File: src/rtl/eth_rx_frame_arb_pkg.sv
`default_nettype none
// ============================================================================
// Module      : eth_rx_frame_arb_pkg
// Description : Shared definitions for the Ethernet RX frame arbiter: FSM
//               state encodings, a clog2 helper and the default frame
//               length limit.
// Revision    : 1.0 - initial release
// ============================================================================
package eth_rx_frame_arb_pkg;

   // Arbiter FSM states
   typedef enum logic [1:0] {
      ST_IDLE = 2'd0,
      ST_XFER = 2'd1,
      ST_DROP = 2'd2
   } arb_state_t;

   // Default number of beats allowed per frame before forced truncation
   localparam int c_DEFAULT_MAX_BEATS = 190;

   // Ceiling log2, elaboration-time helper for index/counter widths
   function automatic int clog2(input int value);
      int r;
      int v;
      r = 0;
      v = value - 1;
      while (v > 0) begin
         r = r + 1;
         v = v >> 1;
      end
      return r;
   endfunction

endpackage
`default_nettype wire

File: src/rtl/eth_rx_frame_arb_axis_out_reg.sv
`default_nettype none
// ============================================================================
// Module      : axis_out_reg
// Description : Single-stage AXI-stream register (tdata/tkeep/tlast/tuser)
//               with ready back-propagation. Contents are held stable while
//               the downstream side stalls.
// Revision    : 1.0 - initial release
// ============================================================================
module axis_out_reg #(
   parameter int DATA_WIDTH = 64,
   parameter int KEEP_WIDTH = DATA_WIDTH / 8
) (
   input  logic                  clk,
   input  logic                  rst,
   input  logic [DATA_WIDTH-1:0] in_tdata,
   input  logic [KEEP_WIDTH-1:0] in_tkeep,
   input  logic                  in_tvalid,
   output logic                  in_tready,
   input  logic                  in_tlast,
   input  logic                  in_tuser,
   output logic [DATA_WIDTH-1:0] out_tdata,
   output logic [KEEP_WIDTH-1:0] out_tkeep,
   output logic                  out_tvalid,
   input  logic                  out_tready,
   output logic                  out_tlast,
   output logic                  out_tuser
);

   logic [DATA_WIDTH-1:0] r_tdata;
   logic [KEEP_WIDTH-1:0] r_tkeep;
   logic                  r_tvalid;
   logic                  r_tlast;
   logic                  r_tuser;

   // Register can take a new beat when empty or when its beat leaves this cycle
   assign in_tready  = !r_tvalid || out_tready;

   assign out_tdata  = r_tdata;
   assign out_tkeep  = r_tkeep;
   assign out_tvalid = r_tvalid;
   assign out_tlast  = r_tlast;
   assign out_tuser  = r_tuser;

   // Load on upstream handshake, otherwise drain valid on downstream handshake
   always_ff @(posedge clk or posedge rst) begin
      if (rst) begin
         r_tdata  <= '0;
         r_tkeep  <= '0;
         r_tvalid <= 1'b0;
         r_tlast  <= 1'b0;
         r_tuser  <= 1'b0;
      end else if (in_tvalid && in_tready) begin
         r_tdata  <= in_tdata;
         r_tkeep  <= in_tkeep;
         r_tvalid <= 1'b1;
         r_tlast  <= in_tlast;
         r_tuser  <= in_tuser;
      end else if (out_tready) begin
         r_tvalid <= 1'b0;
      end
   end

endmodule
`default_nettype wire

File: src/rtl/eth_rx_frame_arb.sv
`default_nettype none
// ============================================================================
// Module      : eth_rx_frame_arb
// Description : Frame-granular round-robin arbiter sharing one AXI-stream
//               Ethernet RX path among S_COUNT input streams. Grant is held
//               for a whole frame; frames longer than MAX_BEATS are cut,
//               marked bad, and their remainder is discarded.
//               Optional macro ETH_RX_ARB_STATS_EN adds saturating
//               frame_count / trunc_count outputs.
// Revision    : 1.0 - initial release
// ============================================================================
module eth_rx_frame_arb
   import eth_rx_frame_arb_pkg::*;
#(
   parameter int S_COUNT    = 4,
   parameter int DATA_WIDTH = 64,
   parameter int MAX_BEATS  = c_DEFAULT_MAX_BEATS,
   localparam int KEEP_WIDTH = DATA_WIDTH / 8,
   localparam int IDX_W      = (clog2(S_COUNT) < 1) ? 1 : clog2(S_COUNT)
) (
   input  logic                          clk,
   input  logic                          rst,
   input  logic [S_COUNT*DATA_WIDTH-1:0] s_axis_tdata,
   input  logic [S_COUNT*KEEP_WIDTH-1:0] s_axis_tkeep,
   input  logic [S_COUNT-1:0]            s_axis_tvalid,
   output logic [S_COUNT-1:0]            s_axis_tready,
   input  logic [S_COUNT-1:0]            s_axis_tlast,
   input  logic [S_COUNT-1:0]            s_axis_tuser,
   output logic [DATA_WIDTH-1:0]         m_axis_tdata,
   output logic [KEEP_WIDTH-1:0]         m_axis_tkeep,
   output logic                          m_axis_tvalid,
   input  logic                          m_axis_tready,
   output logic                          m_axis_tlast,
   output logic                          m_axis_tuser,
   output logic                          grant_valid,
   output logic [IDX_W-1:0]              grant_idx
`ifdef ETH_RX_ARB_STATS_EN
   ,
   output logic [31:0]                   frame_count,
   output logic [31:0]                   trunc_count
`endif
);

   localparam int c_CNT_W = clog2(MAX_BEATS);

   arb_state_t            r_state;
   logic [IDX_W-1:0]      r_rr_ptr;
   logic [IDX_W-1:0]      r_grant_idx;
   logic                  r_grant_valid;
   logic [c_CNT_W-1:0]    r_beat_cnt;

   logic [DATA_WIDTH-1:0] w_sel_tdata;
   logic [KEEP_WIDTH-1:0] w_sel_tkeep;
   logic                  w_sel_tvalid;
   logic                  w_sel_tlast;
   logic                  w_sel_tuser;
   logic                  w_sel_ready;
   logic                  w_out_ready;
   logic                  w_accept;
   logic                  w_at_limit;
   logic                  w_trunc_beat;
   logic                  w_any_req;
   logic                  w_found_hi;
   logic [IDX_W-1:0]      w_pick_hi;
   logic [IDX_W-1:0]      w_pick_lo;
   logic [IDX_W-1:0]      w_pick;
   logic [IDX_W-1:0]      w_next_ptr;
   logic                  w_out_tvalid;
   logic                  w_out_tlast;

   assign grant_valid   = r_grant_valid;
   assign grant_idx     = r_grant_idx;
   assign m_axis_tvalid = w_out_tvalid;
   assign m_axis_tlast  = w_out_tlast;

   // Route the owning port's stream onto the shared path
   always_comb begin
      w_sel_tdata  = '0;
      w_sel_tkeep  = '0;
      w_sel_tvalid = 1'b0;
      w_sel_tlast  = 1'b0;
      w_sel_tuser  = 1'b0;
      for (int i = 0; i < S_COUNT; i++) begin
         if (r_grant_idx == IDX_W'(i)) begin
            w_sel_tdata  = s_axis_tdata[i*DATA_WIDTH +: DATA_WIDTH];
            w_sel_tkeep  = s_axis_tkeep[i*KEEP_WIDTH +: KEEP_WIDTH];
            w_sel_tvalid = s_axis_tvalid[i];
            w_sel_tlast  = s_axis_tlast[i];
            w_sel_tuser  = s_axis_tuser[i];
         end
      end
   end

   // Owner follows the output register in XFER, always sinks in DROP, nothing in IDLE
   assign w_sel_ready = (r_state == ST_XFER) ? w_out_ready : (r_state == ST_DROP);
   assign w_accept    = w_sel_tvalid && w_sel_ready;

   // Only the granted port ever sees ready
   always_comb begin
      s_axis_tready = '0;
      for (int i = 0; i < S_COUNT; i++) begin
         if (r_grant_idx == IDX_W'(i)) begin
            s_axis_tready[i] = w_sel_ready;
         end
      end
   end

   // Last permitted beat without tlast gets cut and marked bad
   assign w_at_limit   = (r_beat_cnt == c_CNT_W'(MAX_BEATS - 1));
   assign w_trunc_beat = (r_state == ST_XFER) && w_at_limit && !w_sel_tlast;

   // Round-robin pick: lowest requester at/after rr_ptr, else lowest below it
   always_comb begin
      w_any_req  = |s_axis_tvalid;
      w_found_hi = 1'b0;
      w_pick_hi  = '0;
      w_pick_lo  = '0;
      for (int i = S_COUNT - 1; i >= 0; i--) begin
         if (s_axis_tvalid[i]) begin
            if (IDX_W'(i) >= r_rr_ptr) begin
               w_found_hi = 1'b1;
               w_pick_hi  = IDX_W'(i);
            end else begin
               w_pick_lo  = IDX_W'(i);
            end
         end
      end
      w_pick = w_found_hi ? w_pick_hi : w_pick_lo;
   end

   assign w_next_ptr = (r_grant_idx == IDX_W'(S_COUNT - 1)) ? '0 : r_grant_idx + IDX_W'(1);

   // Arbitration FSM: grant in IDLE, forward in XFER, discard tail in DROP
   always_ff @(posedge clk or posedge rst) begin
      if (rst) begin
         r_state       <= ST_IDLE;
         r_rr_ptr      <= '0;
         r_grant_idx   <= '0;
         r_grant_valid <= 1'b0;
         r_beat_cnt    <= '0;
      end else begin
         case (r_state)
            ST_IDLE: begin
               if (w_any_req) begin
                  r_grant_idx   <= w_pick;
                  r_grant_valid <= 1'b1;
                  r_state       <= ST_XFER;
               end
            end
            ST_XFER: begin
               if (w_accept) begin
                  if (w_sel_tlast) begin
                     r_beat_cnt    <= '0;
                     r_rr_ptr      <= w_next_ptr;
                     r_grant_valid <= 1'b0;
                     r_state       <= ST_IDLE;
                  end else if (w_at_limit) begin
                     r_beat_cnt    <= '0;
                     r_state       <= ST_DROP;
                  end else begin
                     r_beat_cnt    <= r_beat_cnt + c_CNT_W'(1);
                  end
               end
            end
            ST_DROP: begin
               if (w_accept && w_sel_tlast) begin
                  r_rr_ptr      <= w_next_ptr;
                  r_grant_valid <= 1'b0;
                  r_state       <= ST_IDLE;
               end
            end
            default: begin
               r_state <= ST_IDLE;
            end
         endcase
      end
   end

   axis_out_reg #(
      .DATA_WIDTH (DATA_WIDTH),
      .KEEP_WIDTH (KEEP_WIDTH)
   ) u_out_reg (
      .clk        (clk),
      .rst        (rst),
      .in_tdata   (w_sel_tdata),
      .in_tkeep   (w_sel_tkeep),
      .in_tvalid  ((r_state == ST_XFER) && w_sel_tvalid),
      .in_tready  (w_out_ready),
      .in_tlast   (w_sel_tlast || w_trunc_beat),
      .in_tuser   (w_sel_tuser || w_trunc_beat),
      .out_tdata  (m_axis_tdata),
      .out_tkeep  (m_axis_tkeep),
      .out_tvalid (w_out_tvalid),
      .out_tready (m_axis_tready),
      .out_tlast  (w_out_tlast),
      .out_tuser  (m_axis_tuser)
   );

`ifdef ETH_RX_ARB_STATS_EN
   logic [31:0] r_frame_count;
   logic [31:0] r_trunc_count;

   assign frame_count = r_frame_count;
   assign trunc_count = r_trunc_count;

   // Saturating counters: frames leaving on m_axis, and truncation events
   always_ff @(posedge clk or posedge rst) begin
      if (rst) begin
         r_frame_count <= '0;
         r_trunc_count <= '0;
      end else begin
         if (w_out_tvalid && m_axis_tready && w_out_tlast && (r_frame_count != '1)) begin
            r_frame_count <= r_frame_count + 32'd1;
         end
         if (w_trunc_beat && w_accept && (r_trunc_count != '1)) begin
            r_trunc_count <= r_trunc_count + 32'd1;
         end
      end
   end
`endif

endmodule
`default_nettype wire
File: config.mk
export PLATFORM = sky130hd
export DESIGN_NAME = eth_rx_frame_arb
export DESIGN_NICKNAME = d
export VERILOG_FILES = /design/src/rtl/eth_rx_frame_arb_pkg.sv /design/src/rtl/eth_rx_frame_arb_axis_out_reg.sv /design/src/rtl/eth_rx_frame_arb.sv
export SDC_FILE = /design/constraint.sdc
export NUM_CORES = 1
export LEC_CHECK = 0
export BUFFER_PORTS_ARGS = -buffer_cell sky130_fd_sc_hd__clkbuf_2
export CORE_AREA = 2 2 149 151
export CTS_CLUSTER_SIZE = 20
export DETAILED_ROUTE_END_ITERATION = 6
export DIE_AREA = 0 0 151 153
export SYNTH_ARGS = -nofsm -noshare
export SYNTH_HDL_FRONTEND = slang
export SYNTH_SLANG_ARGS = --single-unit
File: constraint.sdc
create_clock -name clk -period 2.5 [get_ports clk]
set_input_delay 0.375 -clock clk [delete_from_list [all_inputs] [get_ports clk]]
set_output_delay 0.375 -clock clk [all_outputs]
set_load 0.05 [all_outputs]
==> metrics.txt, run 1 <==
# TYPE chip_impl_metric gauge
chip_impl_metric{name="synth_edf_count",unit=""} 0
chip_impl_metric{name="chipHeight",unit="microns"} 153
chip_impl_info{name="status",value="finished, final reports clean"} 1
chip_impl_metric{name="final_non_filler_cell_total",unit=""} 1335
chip_impl_metric{name="wirelength",unit="microns"} 19700
chip_impl_metric{name="pin_count_of_the_biggest_net_entering_global_routing",unit=""} 82
chip_impl_metric{name="initial_utilization",unit=""} 0.268
chip_impl_metric{name="cap_viol_max_count",unit=""} 0
chip_impl_metric{name="syn-num-nets",unit=""} 1017
chip_impl_metric{name="place.gp.congestion",unit=""} 0.838
chip_impl_metric{name="detail_route.vias_per_cell",unit=""} 4.79
chip_impl_metric{name="worst_slew_pin_slew",unit="ns"} 0.747
chip_impl_metric{name="nets",unit=""} 1361
chip_impl_metric{name="final.setup.worst_slack",unit="ns"} 0.152
chip_impl_metric{name="pwr-share-clk",unit=""} 0.131
chip_impl_metric{name="synth-compound-area-share",unit=""} 0.280
chip_impl_metric{name="ys_seq_elements",unit=""} 90
chip_impl_metric{name="post-place-cells",unit=""} 1318
chip_impl_metric{name="power_density",unit="nW/um^2"} 1380
chip_impl_metric{name="fmax",unit="GHz"} 0.426
chip_impl_metric{name="setup_total_negative_slack",unit="ns"} 0
chip_impl_info{name="worstSetupPathType",value="flop to output port"} 1
chip_impl_metric{name="detailedRoute.firstIterationViolations",unit=""} 241
chip_impl_metric{name="yosys.cell_types.count",unit=""} 47
chip_impl_metric{name="grt.total_usage",unit=""} 0.169
chip_impl_metric{name="synth_area_in_xor_xnor",unit=""} 0.00304
chip_impl_metric{name="yosysSeqAreaShare",unit=""} 0.391
chip_impl_metric{name="p_comb_frac",unit=""} 0.658
chip_impl_info{name="root_buffer_cell",value="sky130_fd_sc_hd__clkbuf_16"} 1
chip_impl_info{name="synth_top_family_by_area",value="compound AO/OA/AOI/OAI gates"} 1
chip_impl_metric{name="placeableCoreArea",unit="sq um"} 21500
chip_impl_metric{name="total_count_of_max_transition_violations_in_the_final_report",unit=""} 0
chip_impl_metric{name="path_max_fanout",unit=""} 38
chip_impl_metric{name="core.rowCount",unit=""} 54
chip_impl_metric{name="leakage",unit="uW"} 0.00411
chip_impl_metric{name="final_antenna_net_count",unit=""} 0
chip_impl_metric{name="numCtsBuffers",unit=""} 9
chip_impl_metric{name="synth_simple_gate_area_share",unit=""} 0.242
chip_impl_metric{name="finalCritPeriodShare",unit=""} 0.939
chip_impl_metric{name="die-width",unit="microns"} 151
chip_impl_metric{name="wire_per_inst",unit="microns"} 14.8
chip_impl_metric{name="post_dp_cell_area",unit="sq um"} 8010
chip_impl_metric{name="port-buffer-count",unit=""} 384
chip_impl_metric{name="timing.clock.skew",unit="ns"} 0.00570
chip_impl_metric{name="clkSinkCount",unit=""} 90
chip_impl_metric{name="post_synth_mux_area_share",unit=""} 0.00739
chip_impl_metric{name="worst_ir_drop_vdd",unit="V"} 0.000457
chip_impl_metric{name="num_vias",unit=""} 6399
chip_impl_metric{name="synth_area",unit="sq um"} 5750
chip_impl_info{name="cp-end-kind",value="output port"} 1
chip_impl_info{name="tritoncts",value="done"} 1
chip_impl_metric{name="cts_htree_levels",unit=""} 3
chip_impl_metric{name="area_delta_synth_final",unit="%"} 45.7
chip_impl_metric{name="clock_tree.buffer_depth",unit=""} 2
chip_impl_metric{name="asyncSetResetFlopFracSynth",unit=""} 1.00
chip_impl_metric{name="first_global_vias",unit=""} 6113
chip_impl_metric{name="grt_pass1_wl",unit="microns"} 31100
chip_impl_metric{name="io-pin-count",unit=""} 385
chip_impl_metric{name="synth.avg_cell_area",unit="sq um"} 8.16
chip_impl_metric{name="layout-drive-gt1-share",unit=""} 0.409
chip_impl_metric{name="grt_overflow_total",unit=""} 0
chip_impl_metric{name="clk_pin_slew_worst_paths",unit="ns"} 0.06
chip_impl_info{name="rsz0062_at_grt",value="false"} 1
chip_impl_metric{name="final-setup-viol-count",unit=""} 0
chip_impl_metric{name="remaining_drc_errors",unit=""} 0
chip_impl_metric{name="post_cts_buffers",unit=""} 0
chip_impl_info{name="yosys_most_used_dff",value="sky130_fd_sc_hd__dfrtp_1"} 1
chip_impl_metric{name="hpwl",unit="microns"} 15900
chip_impl_info{name="startpoint_class_of_the_critical_path",value="flop"} 1
chip_impl_metric{name="final-hold-violation-count",unit=""} 0
chip_impl_metric{name="drt_pre_antenna_iters",unit=""} 4
chip_impl_metric{name="die_area",unit="sq um"} 23100
chip_impl_metric{name="post-route-cell-area",unit="sq um"} 8380
chip_impl_metric{name="post_synth_inst_count",unit=""} 705
chip_impl_metric{name="antenna_found_initial",unit=""} 1
chip_impl_metric{name="switching_power",unit="uW"} 6050
chip_impl_metric{name="sw_frac_of_total",unit=""} 0.523
chip_impl_metric{name="cell_internal_pwr",unit="uW"} 5520
chip_impl_metric{name="post_synthesis_share_of_cell_area_spent_on_full_adders_half_adders_and_majority_gates",unit=""} 0.0196
chip_impl_metric{name="dp_slack",unit="ns"} 0.181
chip_impl_metric{name="critPathRequiredTime",unit="ns"} 2.12
chip_impl_info{name="min_path_type",value="input pin to asynchronous set/reset pin"} 1
chip_impl_metric{name="relative_slew_slack",unit=""} 0.501
chip_impl_metric{name="clk-insertion-delay-late",unit="ns"} 0.34
chip_impl_metric{name="pwr-share-seq",unit=""} 0.212
chip_impl_metric{name="critical_path_arrival",unit="ns"} 1.97
chip_impl_metric{name="yosysWarnings",unit=""} 0
chip_impl_metric{name="whs",unit="ns"} 0.139
chip_impl_metric{name="fin_crit",unit="ns"} 2.35
power groups by stage:
stage	clock network, uW	registers [uW]	logic, uW
2_1_floorplan	0	4200	3880
3_5_place_dp	0	2470	7660
3_3_place_gp	0	2450	7590
5_1_grt	1630	2530	8440
4_1_cts	1580	2460	7660
6_report	1510	2450	7610
cell usage in the layout (no fill, tap or decap), drive strengths merged, types with 6 or more instances in the layout:
cell    Yosys  layout
nand2      85      85
a21oi      79      79
clkbuf     54     396
nand3       6       6
o21ai      78      78
nor2b      75      75
dfrtp      90      90
ha          9       9
buf        13      15
nor2       10      10
nor3       75      75
a221oi     72      72
inv         9       8
what timing repair did:
action | in CTS | in global routing
hold buffers | 0 | 0
setup endpoints to repair | 1 | 4
gates resized for setup | 1 | 5
worst max-delay path, cell delays in order (launching register included):
cell                       delay (ns)
sky130_fd_sc_hd__dfrtp_1         0.47
sky130_fd_sc_hd__inv_1           0.12
sky130_fd_sc_hd__ha_2            0.28
sky130_fd_sc_hd__buf_6           0.30
sky130_fd_sc_hd__and2_1          0.18
sky130_fd_sc_hd__clkbuf_2        0.27
flip-flops by register name (all words and copies together) (netlist names):
register	cells
u_out_reg.out_tkeep	8
r_beat_cnt	8
grant_valid	1
u_out_reg.out_tlast	1
grant_idx	2
u_out_reg.out_tuser	1
r_rr_ptr	2
u_out_reg.out_tdata	64
u_out_reg.out_tvalid	1
r_state	2
layout make-up:
cell class                      count  area, sq um
Timing Repair Buffer              400         2160
Multi-Input combinational cell    539         3240
Inverter                            9         37.5
Sequential cell                    90         2250
Clock inverter                      5         86.3
Clock buffer                       11          253
Fill cell                        2248        13100
Tap cell                          280          350
Antenna cell                        1         2.50
per-stage QoR:
| stage | power [uW] | utilization |
|---|---|---|
| after floorplan | 8080 | - |
| after global placement | 10000 | 0.373 |
| after detailed placement | 10100 | 0.373 |
| after CTS | 11700 | 0.389 |
| after global routing | 12600 | 0.390 |
| final | 11600 | 0.390 |
cell usage after synthesis (all sizes together), types with 3 or more instances:
cell	count	share of area
dfrtp	90	0.39
nand2	85	0.055
a21oi	79	0.069
o21ai	78	0.068
nor2b	75	0.083
nor3	75	0.065
a221oi	72	0.11
clkbuf	54	0.035
buf	13	0.015
nor2	10	0.0065
ha	9	0.020
inv	9	0.0059
nand3	6	0.0061
a211oi	4	0.0070
and2	4	0.0043
nand3b	4	0.0074
a22o	3	0.0046
a31oi	3	0.0033
nand2b	3	0.0033
o21a	3	0.0039
worst paths after layout:
path	start	to	slack, ns	depth (start not counted)
max	grant_idx[1]$_DFFE_PP0P_	s_axis_tready[1]	0.15	5
min	rst	u_out_reg.out_tdata[41]$_DFFE_PP0P_	0.14	2
max reg2reg	grant_idx[1]$_DFFE_PP0P_	r_state[0]$_DFFE_PP0P_	0.24	7
min reg2reg	u_out_reg.out_tdata[51]$_DFFE_PP0P_	u_out_reg.out_tdata[51]$_DFFE_PP0P_	0.48	2
max in group asynchronous	rst	u_out_reg.out_tdata[20]$_DFFE_PP0P_	1.77	3
min in group clk	s_axis_tdata[199]	u_out_reg.out_tdata[7]$_DFFE_PP0P_	0.30	3
per-layer routing:
layer | up-vias | wire (microns) | global-route usage
met5 | - | 0 | 0
met4 | 0 | 405 | 0.0587
met3 | 24 | 1240 | 0.0331
met2 | 236 | 9920 | 0.302
met1 | 2862 | 8180 | 0.201
li1 | 3277 | - | -
cells by family after synthesis:
logic type	after synthesis
buffers and inverters	76
multiplexers	4
flip-flops	90
AO/OA/AOI/OAI	253
adder cells (fa/ha/maj)	9
AND/OR/NAND/NOR	271
XOR/XNOR	2
No activity file was read; power rests on OpenSTA's default activity.
==> inputs of run 2 (changes only) <==
CORE_AREA = 2 2 150 152   (was 2 2 149 151)
DIE_AREA = 0 0 152 154   (was 0 0 151 153)
clock period = 2.6 ns   (was 2.5 ns; I/O delays follow)
==> metrics.txt, run 2 (synthesized netlist as in run 1, its figures left out) <==
# TYPE chip_impl_metric gauge
chip_impl_metric{name="area_delta_synth_final",unit="%"} 44.3
chip_impl_info{name="rsz0062_at_grt",value="false"} 1
chip_impl_metric{name="post-place-cells",unit=""} 1318
chip_impl_metric{name="cell_internal_pwr",unit="uW"} 5220
chip_impl_metric{name="hpwl",unit="microns"} 15500
chip_impl_metric{name="num_vias",unit=""} 6464
chip_impl_info{name="startpoint_class_of_the_critical_path",value="flop"} 1
chip_impl_metric{name="path_max_fanout",unit=""} 75
chip_impl_metric{name="detail_route.vias_per_cell",unit=""} 4.85
chip_impl_info{name="slowest_stage_cell_cp",value="sky130_fd_sc_hd__dfrtp_1"} 1
chip_impl_metric{name="die-width",unit="microns"} 152
chip_impl_metric{name="clock_tree.buffer_depth",unit=""} 2
chip_impl_metric{name="layout-drive-gt1-share",unit=""} 0.406
chip_impl_metric{name="post-route-cell-area",unit="sq um"} 8300
chip_impl_metric{name="pwr-share-clk",unit=""} 0.129
chip_impl_info{name="root_buffer_cell",value="sky130_fd_sc_hd__clkbuf_16"} 1
chip_impl_info{name="cp-end-kind",value="output port"} 1
chip_impl_metric{name="core.rowCount",unit=""} 54
chip_impl_metric{name="clk_pin_slew_worst_paths",unit="ns"} 0.06
chip_impl_metric{name="fin_crit",unit="ns"} 2.42
chip_impl_metric{name="chipHeight",unit="microns"} 154
chip_impl_metric{name="first_global_vias",unit=""} 6280
chip_impl_metric{name="critPathRequiredTime",unit="ns"} 2.21
chip_impl_metric{name="power_density",unit="nW/um^2"} 1330
chip_impl_metric{name="clk-insertion-delay-late",unit="ns"} 0.34
chip_impl_metric{name="worst_slew_pin_slew",unit="ns"} 0.744
chip_impl_metric{name="total_count_of_max_transition_violations_in_the_final_report",unit=""} 0
chip_impl_metric{name="wirelength",unit="microns"} 20100
chip_impl_metric{name="grt.total_usage",unit=""} 0.168
chip_impl_metric{name="wire_per_inst",unit="microns"} 15.1
chip_impl_metric{name="leakage",unit="uW"} 0.00408
chip_impl_metric{name="placeableCoreArea",unit="sq um"} 21700
chip_impl_metric{name="fmax",unit="GHz"} 0.414
chip_impl_metric{name="die_area",unit="sq um"} 23400
chip_impl_metric{name="post_dp_cell_area",unit="sq um"} 7980
chip_impl_metric{name="io-pin-count",unit=""} 385
chip_impl_metric{name="pin_count_of_the_biggest_net_entering_global_routing",unit=""} 91
chip_impl_metric{name="cap_viol_max_count",unit=""} 0
chip_impl_metric{name="antenna_found_initial",unit=""} 0
chip_impl_metric{name="largest_register_ffs",unit=""} 64
chip_impl_info{name="crit_path_cell_trace",value="inv_1 -> ha_2 -> buf_12 -> and2_1 -> clkbuf_2"} 1
chip_impl_metric{name="final-hold-violation-count",unit=""} 0
chip_impl_metric{name="sw_frac_of_total",unit=""} 0.526
chip_impl_metric{name="num-fill-cells",unit=""} 2304
chip_impl_metric{name="remaining_drc_errors",unit=""} 0
chip_impl_metric{name="grt_pass1_wl",unit="microns"} 32300
chip_impl_metric{name="post-route-util",unit=""} 0.383
chip_impl_info{name="leading_cell_types_in_the_layout_fill_and_taps_excluded",value="384 x sky130_fd_sc_hd__clkbuf_2, 90 x sky130_fd_sc_hd__dfrtp_1, 85 x sky130_fd_sc_hd__nand2_1, 79 x sky130_fd_sc_hd__a21oi_1, 75 x sky130_fd_sc_hd__nor3_1"} 1
chip_impl_metric{name="cts_htree_levels",unit=""} 3
chip_impl_info{name="tritoncts",value="done"} 1
chip_impl_metric{name="relative_slew_slack",unit=""} 0.504
chip_impl_metric{name="whs",unit="ns"} 0.158
chip_impl_metric{name="ff2ff_path_depth",unit=""} 7
chip_impl_metric{name="numCtsBuffers",unit=""} 9
chip_impl_info{name="worstSetupPathType",value="flop to output port"} 1
chip_impl_info{name="most_frequent_standard_cell_in_the_layout_excluding_fill_and_tap_cells",value="sky130_fd_sc_hd__clkbuf_2"} 1
chip_impl_metric{name="place.gp.congestion",unit=""} 0.811
chip_impl_metric{name="grt_overflow_total",unit=""} 0
chip_impl_metric{name="nets",unit=""} 1361
chip_impl_info{name="min_path_type",value="input pin to asynchronous set/reset pin"} 1
chip_impl_metric{name="port-buffer-count",unit=""} 384
chip_impl_metric{name="final_antenna_net_count",unit=""} 0
chip_impl_metric{name="worst_ir_drop_vdd",unit="V"} 0.000655
chip_impl_metric{name="critical-path-max-stage-delay",unit="ns"} 0.47
chip_impl_metric{name="n_antenna_cell",unit=""} 0
chip_impl_metric{name="timing.clock.skew",unit="ns"} 0.00609
chip_impl_metric{name="clkSinkCount",unit=""} 90
chip_impl_metric{name="critical_path_arrival",unit="ns"} 2.03
chip_impl_metric{name="switching_power",unit="uW"} 5800
chip_impl_metric{name="drt_pre_antenna_iters",unit=""} 4
chip_impl_metric{name="final_non_filler_cell_total",unit=""} 1334
chip_impl_metric{name="initial_utilization",unit=""} 0.265
chip_impl_metric{name="finalCritPeriodShare",unit=""} 0.930
chip_impl_metric{name="final-setup-viol-count",unit=""} 0
chip_impl_metric{name="detailedRoute.firstIterationViolations",unit=""} 345
chip_impl_metric{name="pwr-share-seq",unit=""} 0.213
chip_impl_metric{name="p_comb_frac",unit=""} 0.658
chip_impl_info{name="status",value="finished, final reports clean"} 1
chip_impl_metric{name="setup_total_negative_slack",unit="ns"} 0
## run 2: final cells by class
type	count	area, sq um	area share
multi-input cells	539	3230	0.388
flip-flops and latches	90	2250	0.271
repair buffers	400	2120	0.255
well taps	280	350	0.0422
clock buffers	12	246	0.0297
clock inverters	4	75.1	0.00904
inverters	9	37.5	0.00452
## run 2: power groups by stage
stage	sequential, uW	combinational (uW)	clock [uW]
after floorplan	4040	3730	0
after global placement	2350	7240	0
after detailed placement	2360	7310	0
after CTS	2350	7310	1480
after global routing	2430	8030	1530
final	2340	7250	1420
## run 2: path summary, 6_finish.rpt
kind | slack (ns) | to | startpoint
max | 0.18 | s_axis_tready[1] | grant_idx[1]$_DFFE_PP0P_
min | 0.16 | u_out_reg.out_tdata[42]$_DFFE_PP0P_ | rst
max reg2reg | 0.25 | r_state[0]$_DFFE_PP0P_ | grant_idx[0]$_DFFE_PP0P_
min reg2reg | 0.48 | u_out_reg.out_tdata[31]$_DFFE_PP0P_ | u_out_reg.out_tdata[31]$_DFFE_PP0P_
max in group asynchronous | 2.04 | u_out_reg.out_tdata[10]$_DFFE_PP0P_ | rst
min in group clk | 0.31 | u_out_reg.out_tdata[7]$_DFFE_PP0P_ | s_axis_tdata[199]
## run 2: per-layer routing
metal / share of wire / vias up / GRT usage
li1: - / 3280 / -
met1: 0.42 / 2906 / 0.209
met2: 0.50 / 252 / 0.293
met3: 0.060 / 26 / 0.0352
met4: 0.019 / 0 / 0.0476
met5: 0 / - / 0
## run 2: timing repair
action                     CTS  global route
setup buffers                0             0
gates resized for setup      0             1
setup endpoints to repair    0             4
hold buffers                 0             0
## run 2: stage by stage
| stage | power [uW] | setup WS, ns |
|---|---|---|
| 2_1_floorplan | 7770 | 0.132 |
| 3_3_place_gp | 9590 | 0.354 |
| 4_1_cts | 11100 | 0.0348 |
| 5_1_grt | 12000 | 0.0422 |
| 3_5_place_dp | 9670 | 0.275 |
| 6_report | 11000 | 0.182 |
## run 2: worst max-delay path, delay by kind of cell, from the launching register on
kind                       cells  cell delay [ns]
buffers and inverters          3             0.73
adders and majority gates      1             0.29
DFF                            1             0.47
and+or+nand+nor                1             0.19
